[src/rtl/mac_array_seq.sv]
// Instruction sequencer for the 2-D MAC tile array: drives a diagonal wavefront of 3-bit tile
// instructions for weight-stationary and output-stationary runs. Optional abort input under SEQ_ABORT_EN.
module mac_array_seq #(
    parameter int row    = 8,
    parameter int col    = 8,
    parameter int cnt_bw = 16
) (
    input  logic                clk,
    input  logic                reset,
    input  logic                start,
    input  logic                mode,
    input  logic [cnt_bw-1:0]   num_vec,
`ifdef SEQ_ABORT_EN
    input  logic                abort,
`endif
    output logic [3*row-1:0]    inst_w,
    output logic                buf_rd,
    output logic                busy,
    output logic                done
);

    typedef enum logic [2:0] {
        IDLE  = 3'd0,
        LOAD  = 3'd1,
        GAP   = 3'd2,
        EXEC  = 3'd3,
        DRAIN = 3'd4,
        DONE  = 3'd5
    } state_t;

    localparam logic [cnt_bw-1:0] load_last  = cnt_bw'(col - 1);
    localparam logic [cnt_bw-1:0] drain_last = cnt_bw'(row + col - 2);

    state_t              state, state_n;
    logic [cnt_bw-1:0]   cnt, cnt_n;
    logic [cnt_bw-1:0]   nv_q, nv_n;
    logic                mode_q, mode_n;
    logic                abort_q, abort_n;
    logic [2:0]          base;

    function automatic logic [2:0] base_for(input state_t s, input logic m, input logic ab);
        case (s)
            LOAD:      return 3'b001;
            GAP, DONE: return {m, 2'b00};
            EXEC:      return m ? 3'b101 : 3'b010;
            DRAIN:     return ab ? 3'b000 : {m, m, 1'b0};
            default:   return 3'b000;
        endcase
    endfunction

    // Each counted state is entered with its last index and leaves when the down-count hits 0.
    always_comb begin
        state_n = state;
        cnt_n   = cnt;
        nv_n    = nv_q;
        mode_n  = mode_q;
        abort_n = abort_q;
        case (state)
            IDLE: begin
                if (start) begin
                    mode_n  = mode;
                    nv_n    = num_vec;
                    abort_n = 1'b0;
                    if (!mode) begin
                        state_n = LOAD;
                        cnt_n   = load_last;
                    end else if (num_vec == '0) begin
                        state_n = DRAIN;
                        cnt_n   = drain_last;
                    end else begin
                        state_n = EXEC;
                        cnt_n   = num_vec - 1'b1;
                    end
                end
            end
            LOAD: begin
                if (cnt == '0) state_n = GAP;
                else           cnt_n   = cnt - 1'b1;
            end
            GAP: begin
                if (nv_q == '0) begin
                    state_n = DRAIN;
                    cnt_n   = drain_last;
                end else begin
                    state_n = EXEC;
                    cnt_n   = nv_q - 1'b1;
                end
            end
            EXEC: begin
                if (cnt == '0) begin
                    state_n = DRAIN;
                    cnt_n   = drain_last;
                end else begin
                    cnt_n = cnt - 1'b1;
                end
            end
            DRAIN: begin
                if (cnt == '0) state_n = DONE;
                else           cnt_n   = cnt - 1'b1;
            end
            DONE:    state_n = IDLE;
            default: state_n = IDLE;
        endcase
`ifdef SEQ_ABORT_EN
        if (abort && (state == LOAD || state == GAP || state == EXEC)) begin
            state_n = DRAIN;
            cnt_n   = drain_last;
            abort_n = 1'b1;
        end
`endif
    end

    // Outputs are registered from the next state so they align with the state they describe.
    always_ff @(posedge clk) begin
        if (reset) begin
            state   <= IDLE;
            cnt     <= '0;
            nv_q    <= '0;
            mode_q  <= 1'b0;
            abort_q <= 1'b0;
            base    <= 3'b000;
            buf_rd  <= 1'b0;
            busy    <= 1'b0;
            done    <= 1'b0;
        end else begin
            state   <= state_n;
            cnt     <= cnt_n;
            nv_q    <= nv_n;
            mode_q  <= mode_n;
            abort_q <= abort_n;
            base    <= base_for(state_n, mode_n, abort_n);
            buf_rd  <= (state_n == LOAD) || (state_n == EXEC);
            busy    <= (state_n != IDLE);
            done    <= (state_n == DONE);
        end
    end

    generate
        if (row > 1) begin : g_stagger
            // Lane r sits in tail[3(r-1)+:3]; keeps shifting in IDLE so the wavefront drains out.
            logic [3*(row-1)-1:0] tail;
            always_ff @(posedge clk) begin
                if (reset) begin
                    tail <= '0;
                end else begin
                    tail[2:0] <= base;
                    for (int r = 1; r < row - 1; r++) begin
                        tail[3*r +: 3] <= tail[3*(r-1) +: 3];
                    end
                end
            end
            assign inst_w = {tail, base};
        end else begin : g_single
            assign inst_w = base;
        end
    endgenerate

endmodule

[config.mk]
export PLATFORM = sky130hd
export DESIGN_NAME = mac_array_seq
export DESIGN_NICKNAME = d
export VERILOG_FILES = /design/src/rtl/mac_array_seq.sv
export SDC_FILE = /design/constraint.sdc
export NUM_CORES = 1
export LEC_CHECK = 0
export CORE_MARGIN = 2
export CORE_UTILIZATION = 25
export DETAILED_ROUTE_END_ITERATION = 8
export GPL_ROUTABILITY_DRIVEN = 0
export GPL_TIMING_DRIVEN = 0
export SETUP_SLACK_MARGIN = 0.02
export SYNTH_ARGS = -nofsm -noshare
export SYNTH_HDL_FRONTEND = slang
export SYNTH_SLANG_ARGS = --single-unit
[constraint.sdc]
create_clock -name clk -period 2.41 [get_ports clk]
set_input_delay 0.3615 -clock clk [delete_from_list [all_inputs] [get_ports clk]]
set_output_delay 0.3615 -clock clk [all_outputs]
set_load 0.1 [all_outputs]
# Yosys cells after proc, flatten, opt, wreduce, memory -nomap -nowiden

Index checks and enable logic that the tools add are counted.
W data, S select, Z words.

Equality and inequality tests: 11
Reductions and logical operators: 11
Multiplexer cells: 22
Add/sub/neg operators: 3

Operators by type and width:

| kind                    | count |
|---|---|
| $mux W16                | 6 |
| $pmux W16 S4            | 1 |
| $logic_not A16 Y1       | 3 |
| $sub A16 B1 Y16 const B | 3 |
| $mux W3                 | 9 |
| $pmux W3 S5             | 1 |
| $eq A3 B2 Y1 const B    | 4 |
| $pmux W3 S4             | 1 |
| $eq A3 B3 Y1 const B    | 3 |
| $eq A3 B1 Y1 const B    | 2 |
| $mux W1                 | 4 |
| $ne A2 B2 Y1 const B    | 2 |
| $reduce_bool A4 Y1      | 1 |
| $reduce_or A2 Y1        | 2 |
| $logic_not A3 Y1        | 1 |
| $reduce_and A3 Y1       | 1 |
| $reduce_bool A3 Y1      | 1 |
| $reduce_and A2 Y1       | 1 |
| $logic_or A1 B1 Y1      | 1 |

Input port bits: 20
Output and inout port bits: 27
Bits in registers: 64

# Longest topological paths before layout

Word-level depth: 8
Depth in mapped cells: 10

# Worst setup path before layout

OpenSTA, ideal clock, no wires.

Kind: flip-flop to flip-flop
Start point: register nv_q[0]
End point: register cnt[14]
Library setup time: 0.130 ns
Stages on the path, launching flop included: 9
Clock period less this slack: 2.015 ns
Arrival: 1.885 ns
Slack: 0.395 ns
Cell sequence: dfxtp_1 -> inv_1 -> ha_1 -> nor3b_2 -> nand3_2 -> nor4_1 -> mux2_2 -> a211oi_1 -> o22ai_1

Longest elaborated chain between the ends: 3
Elaborated cells between the ends (all ways): 4

RTL lines:

| item                                                        | line   | source |
|---|---|---|
| from (decl)                                                 | 36     | `logic [cnt_bw-1:0] nv_q, nv_n;` |
| from (signal assigned)                                      | 128    | `nv_q <= nv_n;` |
| $sub A16 B1 Y16 / $logic_not A16 Y1 (equally long branches) | 86, 81 |  |
| $mux W16 *                                                  | 81     | `if (nv_q == '0) begin` |
| $pmux W16 S4 *                                              | 58     | `case (state)` |
| to (signal assigned)                                        | 127    | `cnt <= cnt_n;` |
| to (decl)                                                   | 35     | `logic [cnt_bw-1:0] cnt, cnt_n;` |

Mark *: on every way between the ends. The rest lies on a longest branch, timed or not.
A chain may end at the register's enable or synchronous reset.

# Worst setup path in the final report

Start point: input port num_vec[0]
End point: register base[2]

Longest elaborated chain between the ends: 8
Elaborated cells between the ends (all ways): 12

RTL lines:

| item                                                | line | source |
|---|---|---|
| from (decl)                                         | 12   | `input logic [cnt_bw-1:0] num_vec,` |
| $logic_not A16 Y1 *                                 | 67   | `end else if (num_vec == '0) begin` |
| $mux W3 *                                           | 67   |  |
| $mux W3 *                                           | 64   | `if (!mode) begin` |
| $mux W3 *                                           | 60   | `if (start) begin` |
| $pmux W3 S5 *                                       | 58   |  |
| $eq A3 B3 Y1 / $eq A3 B2 Y1 (equally long branches) | 42   | `case (s)` |
| $reduce_or A2 Y1                                    | 42   |  |
| $pmux W3 S4 *                                       | 42   |  |
| to (signal assigned)                                | 131  | `base <= base_for(state_n, mode_n, abort_n);` |
| to (decl)                                           | 39   | `logic [2:0] base;` |

Marked as above.

==> run_summary.xml <==
<?xml version="1.0" encoding="UTF-8"?>
<metrics>
  <group name="critical_path">
    <metric name="reg2reg_depth" unit="">9</metric>
    <metric name="cp_data_arrival_time" unit="ps">2550</metric>
    <metric name="timing.critical_path.cells" unit="">clkdlybuf4s50_1 &gt; inv_1 &gt; ha_1 &gt; nor2b_2 &gt; nand3_2 &gt; nor3_2 &gt; nor4_2 &gt; a41o_1 &gt; a2111oi_2</metric>
    <metric name="worst_path_dominant_cell_family" unit="">simple AND/OR/NAND/NOR gates</metric>
    <metric name="cp_num_cells" unit="">9</metric>
    <metric name="worst_setup_path_start_kind" unit="">input pin</metric>
    <metric name="setup.worst_path.start" unit="">num_vec[0]</metric>
    <metric name="critical_path.reg2reg.startpoint" unit="">cnt[0]</metric>
    <metric name="regToRegEndpoint" unit="">cnt[1]</metric>
    <metric name="path_max_fanout" unit="">6</metric>
    <metric name="timing.critical_path.to" unit="">base[2]</metric>
    <metric name="crit_buf_inv" unit="">2</metric>
    <metric name="timing.critical_path.slowest_stage_cell" unit="">sky130_fd_sc_hd__clkdlybuf4s50_1</metric>
    <metric name="critical_path.endpoint_type" unit="">register</metric>
    <metric name="critPathRequiredTime" unit="ps">2640</metric>
    <metric name="r2r_setup_slack" unit="ps">120</metric>
    <metric name="critPathMaxStageDelay" unit="ps">510</metric>
    <metric name="criticalPathCategory" unit="">input pin to register</metric>
  </group>
  <group name="drt">
    <metric name="first_iter_violations" unit="">237</metric>
    <metric name="per_cell_via_count_in_the_routed_design" unit="">5.02</metric>
    <metric name="drt-pass1-iter-count" unit="">5</metric>
    <metric name="drc_errors" unit="">0</metric>
    <metric name="wire_per_inst" unit="um">14.7</metric>
    <metric name="detail-route-antenna-nets" unit="">0</metric>
    <metric name="via_count" unit="">3398</metric>
    <metric name="drt_wl_total" unit="um">9970</metric>
  </group>
  <group name="floorplanning">
    <metric name="floorplan.die.width" unit="um">123</metric>
    <metric name="number_of_cell_rows" unit="">43</metric>
    <metric name="floorplan.io_pins" unit="">47</metric>
    <metric name="start_util" unit="%">25.6</metric>
    <metric name="dieHeight" unit="um">123</metric>
    <metric name="area_of_the_die" unit="mm^2">0.0151</metric>
    <metric name="floorplan.core_area" unit="mm^2">0.0138</metric>
  </group>
  <group name="yosys">
    <metric name="yosys_warnings" unit="">0</metric>
    <metric name="synthFlopType" unit="">sky130_fd_sc_hd__dfxtp_1</metric>
    <metric name="synth-seq-cells" unit="">64</metric>
    <metric name="synth_cell_type_count" unit="">64</metric>
    <metric name="yosysSeqAreaShare" unit="%">36.2</metric>
    <metric name="avgSynthCellArea" unit="um^2">8.25</metric>
    <metric name="async_flop_share" unit="%">0</metric>
    <metric name="synth-edff-count" unit="">0</metric>
    <metric name="synthesis.nets" unit="">452</metric>
    <metric name="syn_inst" unit="">429</metric>
    <metric name="mappedNetlistArea" unit="mm^2">0.00354</metric>
  </group>
  <group name="clock_network">
    <metric name="ctsHoldBuffers" unit="">0</metric>
    <metric name="number_of_cts_inserted_buffers" unit="">9</metric>
    <metric name="numClockSinks" unit="">64</metric>
    <metric name="ctsLongestPathBuffers" unit="">2</metric>
    <metric name="root_buffer" unit="">sky130_fd_sc_hd__clkbuf_16</metric>
    <metric name="cts.htree.levels" unit="">3</metric>
    <metric name="tritoncts" unit="">done</metric>
    <metric name="skew_pair_late_insertion_delay" unit="ps">340</metric>
    <metric name="worst_setup_hold_path_clk_slew" unit="ps">50</metric>
  </group>
  <group name="placed_design">
    <metric name="detailedPlacementHpwl" unit="um">7510</metric>
    <metric name="placedCellCount" unit="">655</metric>
    <metric name="placed_area" unit="mm^2">0.00422</metric>
    <metric name="portBuffers" unit="">46</metric>
    <metric name="placement.setup.worst_slack" unit="ps">-529</metric>
  </group>
  <group name="grt">
    <metric name="grt_pass1_vias" unit="">3310</metric>
    <metric name="global_route_wire_length_before_repair" unit="um">16300</metric>
    <metric name="grt.total_usage" unit="%">14.1</metric>
    <metric name="grt_antenna_before_repair" unit="">0</metric>
    <metric name="largest_net_degree_at_the_start_of_global_routing" unit="">13</metric>
    <metric name="gr_ovfl_total" unit="">0</metric>
  </group>
  <group name="cells_and_area">
    <metric name="layout.cell_area.non_filler" unit="mm^2">0.00472</metric>
    <metric name="fraction_of_final_layout_cells_sized_beyond_drive_strength_1" unit="%">13.7</metric>
    <metric name="final_core_utilization" unit="%">34.1</metric>
    <metric name="n_antenna_cell" unit="">0</metric>
    <metric name="layout.filler_cells" unit="">1431</metric>
    <metric name="finish.cell_count_without_fillers" unit="">677</metric>
    <metric name="area.growth.synth_to_final" unit="%">33.3</metric>
    <metric name="finish.net_count" unit="">515</metric>
  </group>
  <group name="timing">
    <metric name="maxSlewHeadroom" unit="%">33.6</metric>
    <metric name="finalSetupViolCount" unit="">0</metric>
    <metric name="rsz0062_at_grt" unit="">yes</metric>
    <metric name="layout_worst_path_cycle_share" unit="%">96.2</metric>
    <metric name="max_freq" unit="MHz">431</metric>
    <metric name="final_critical_path_setup_slack" unit="ps">91.4</metric>
    <metric name="max_slew.worst_pin.slew" unit="ps">993</metric>
    <metric name="fin_worst_skew" unit="ps">5.78</metric>
    <metric name="fin_worst_hold_slack" unit="ps">450</metric>
    <metric name="final-max-slew-violation-count" unit="">0</metric>
    <metric name="timing.final.hold_violations" unit="">0</metric>
    <metric name="layout_min_cycle_time" unit="ps">2320</metric>
  </group>
  <group name="power_and_ir_drop">
    <metric name="worst_ir_drop_vdd" unit="mV">0.454</metric>
    <metric name="power_density" unit="mW/mm^2">1260</metric>
    <metric name="power.static_leakage" unit="uW">0.00171</metric>
  </group>
  <group name="flow_run">
    <metric name="max_cap_viol_count" unit="">0</metric>
  </group>
  <group name="min_path">
    <metric name="hold_path_class" unit="">register to register</metric>
  </group>
  <group name="run_status">
    <metric name="outcome" unit="">finished, final reports clean</metric>
  </group>
</metrics>
[cell usage after synthesis, types with 11 or more instances]
| cell type | n | share of area [%] |
|---|---|---|
| sky130_fd_sc_hd__dfxtp_1 | 64 | 36 |
| sky130_fd_sc_hd__o21ai_0 | 21 | 3.0 |
| sky130_fd_sc_hd__a21oi_1 | 36 | 5.1 |
| sky130_fd_sc_hd__inv_1 | 12 | 1.3 |
| sky130_fd_sc_hd__clkbuf_1 | 13 | 1.4 |
| sky130_fd_sc_hd__o22ai_1 | 12 | 2.1 |
| sky130_fd_sc_hd__nor2_1 | 41 | 4.3 |
| sky130_fd_sc_hd__nor2b_1 | 28 | 5.0 |
| sky130_fd_sc_hd__nand2_1 | 51 | 5.4 |
| sky130_fd_sc_hd__nor3_1 | 12 | 1.7 |
| sky130_fd_sc_hd__nor4_1 | 11 | 1.9 |
| sky130_fd_sc_hd__xor2_1 | 13 | 3.2 |
[power breakdown]
part / leakage (uW) / internal (uW) / switching [uW]
Combinational: 0.00102 / 1110 / 1860
Clock: 0.000167 / 970 / 487
Sequential: 0.000523 / 1290 / 234
Total: 0.00171 / 3360 / 2580
[sequential cells by signal (all words and copies together) (netlist names)]
register        cells
abort_q             1
base                3
buf_rd              1
busy                1
cnt                16
done                1
g_stagger.tail     21
mode_q              1
nv_q               16
state               3
[cell families after synthesis]
kind of cell | synth area share (%)
buf+inv | 4.24
xor+xnor | 4.95
flops | 36.2
mux | 2.05
fa+ha+maj | 1.06
simple gates | 32.8
compound gates | 18.7
[cell usage in the layout (no fill, tap or decap), types with 5 or more instances in the layout]
cell type                          n
sky130_fd_sc_hd__clkdlybuf4s50_1  46
sky130_fd_sc_hd__o21ai_0          21
sky130_fd_sc_hd__nor4_1            8
sky130_fd_sc_hd__nand2b_1          5
sky130_fd_sc_hd__nand2_1          51
sky130_fd_sc_hd__o22ai_1          12
sky130_fd_sc_hd__mux2i_1           5
sky130_fd_sc_hd__nor2b_1          27
sky130_fd_sc_hd__xor2_1           13
sky130_fd_sc_hd__clkbuf_16         9
sky130_fd_sc_hd__nand3b_1          6
sky130_fd_sc_hd__nor3_1           12
sky130_fd_sc_hd__dfxtp_1          64
sky130_fd_sc_hd__xnor2_1           7
sky130_fd_sc_hd__nor2_1           40
sky130_fd_sc_hd__a21oi_1          36
sky130_fd_sc_hd__nand4_1           6
sky130_fd_sc_hd__clkbuf_1         10
sky130_fd_sc_hd__buf_4             8
sky130_fd_sc_hd__nand3_1           7
sky130_fd_sc_hd__inv_1            12
[tightest hold or removal path, stage by stage, from the launching register on]
cell and delay [ps]:
sky130_fd_sc_hd__dfxtp_1 320, sky130_fd_sc_hd__nand2_1 60, sky130_fd_sc_hd__nor2_1 30
[worst min-delay path by stage]
stage / slack, ps / depth (start not counted) / startpoint / to
2_1_floorplan: 420 / 2 / abort_q / abort_q
3_3_place_gp: 440 / 2 / abort_q / abort_q
3_5_place_dp: 440 / 2 / abort_q / abort_q
4_1_cts: 450 / 2 / abort_q / abort_q
5_1_grt: 470 / 2 / abort_q / abort_q
6_report: 450 / 2 / abort_q / abort_q
[per-stage QoR]
stage / setup TNS [ps] / total power [uW]
6_report: 0 / 5950
5_1_grt: -70.1 / 6350
4_1_cts: 0 / 5780
3_5_place_dp: -5820 / 4260
3_3_place_gp: -5220 / 4230
2_1_floorplan: 0 / 3600
[layer usage]
layer  wire length (um)  part of all wire (%)  global-route usage [%]
met1               4440                    45                    17.3
met3                616                   6.2                    4.38
met5                  0                     0                       0
met2               4620                    46                    22.0
met4                296                   3.0                    7.32
[area by class of cell]
cell class	instances	area [um^2]	share of cell area (%)
Clock inverter	5	86.3	1.83
Inverter	12	45.0	0.955
Tap cell	180	225	4.77
Buffer	19	106	2.25
Timing Repair Buffer	53	513	10.9
Sequential cell	64	1280	27.2
Clock buffer	11	253	5.36
Multi-Input combinational cell	333	2210	46.8
[repair_timing]
item / 4_1_cts / 5_1_grt
gates resized for setup: 5 / 16
setup buffers: 0 / 7
pin swaps: 0 / 6
hold endpoints to repair: 0 / 0
setup endpoints to repair: 14 / 20
(Power assumes the default switching activity.)
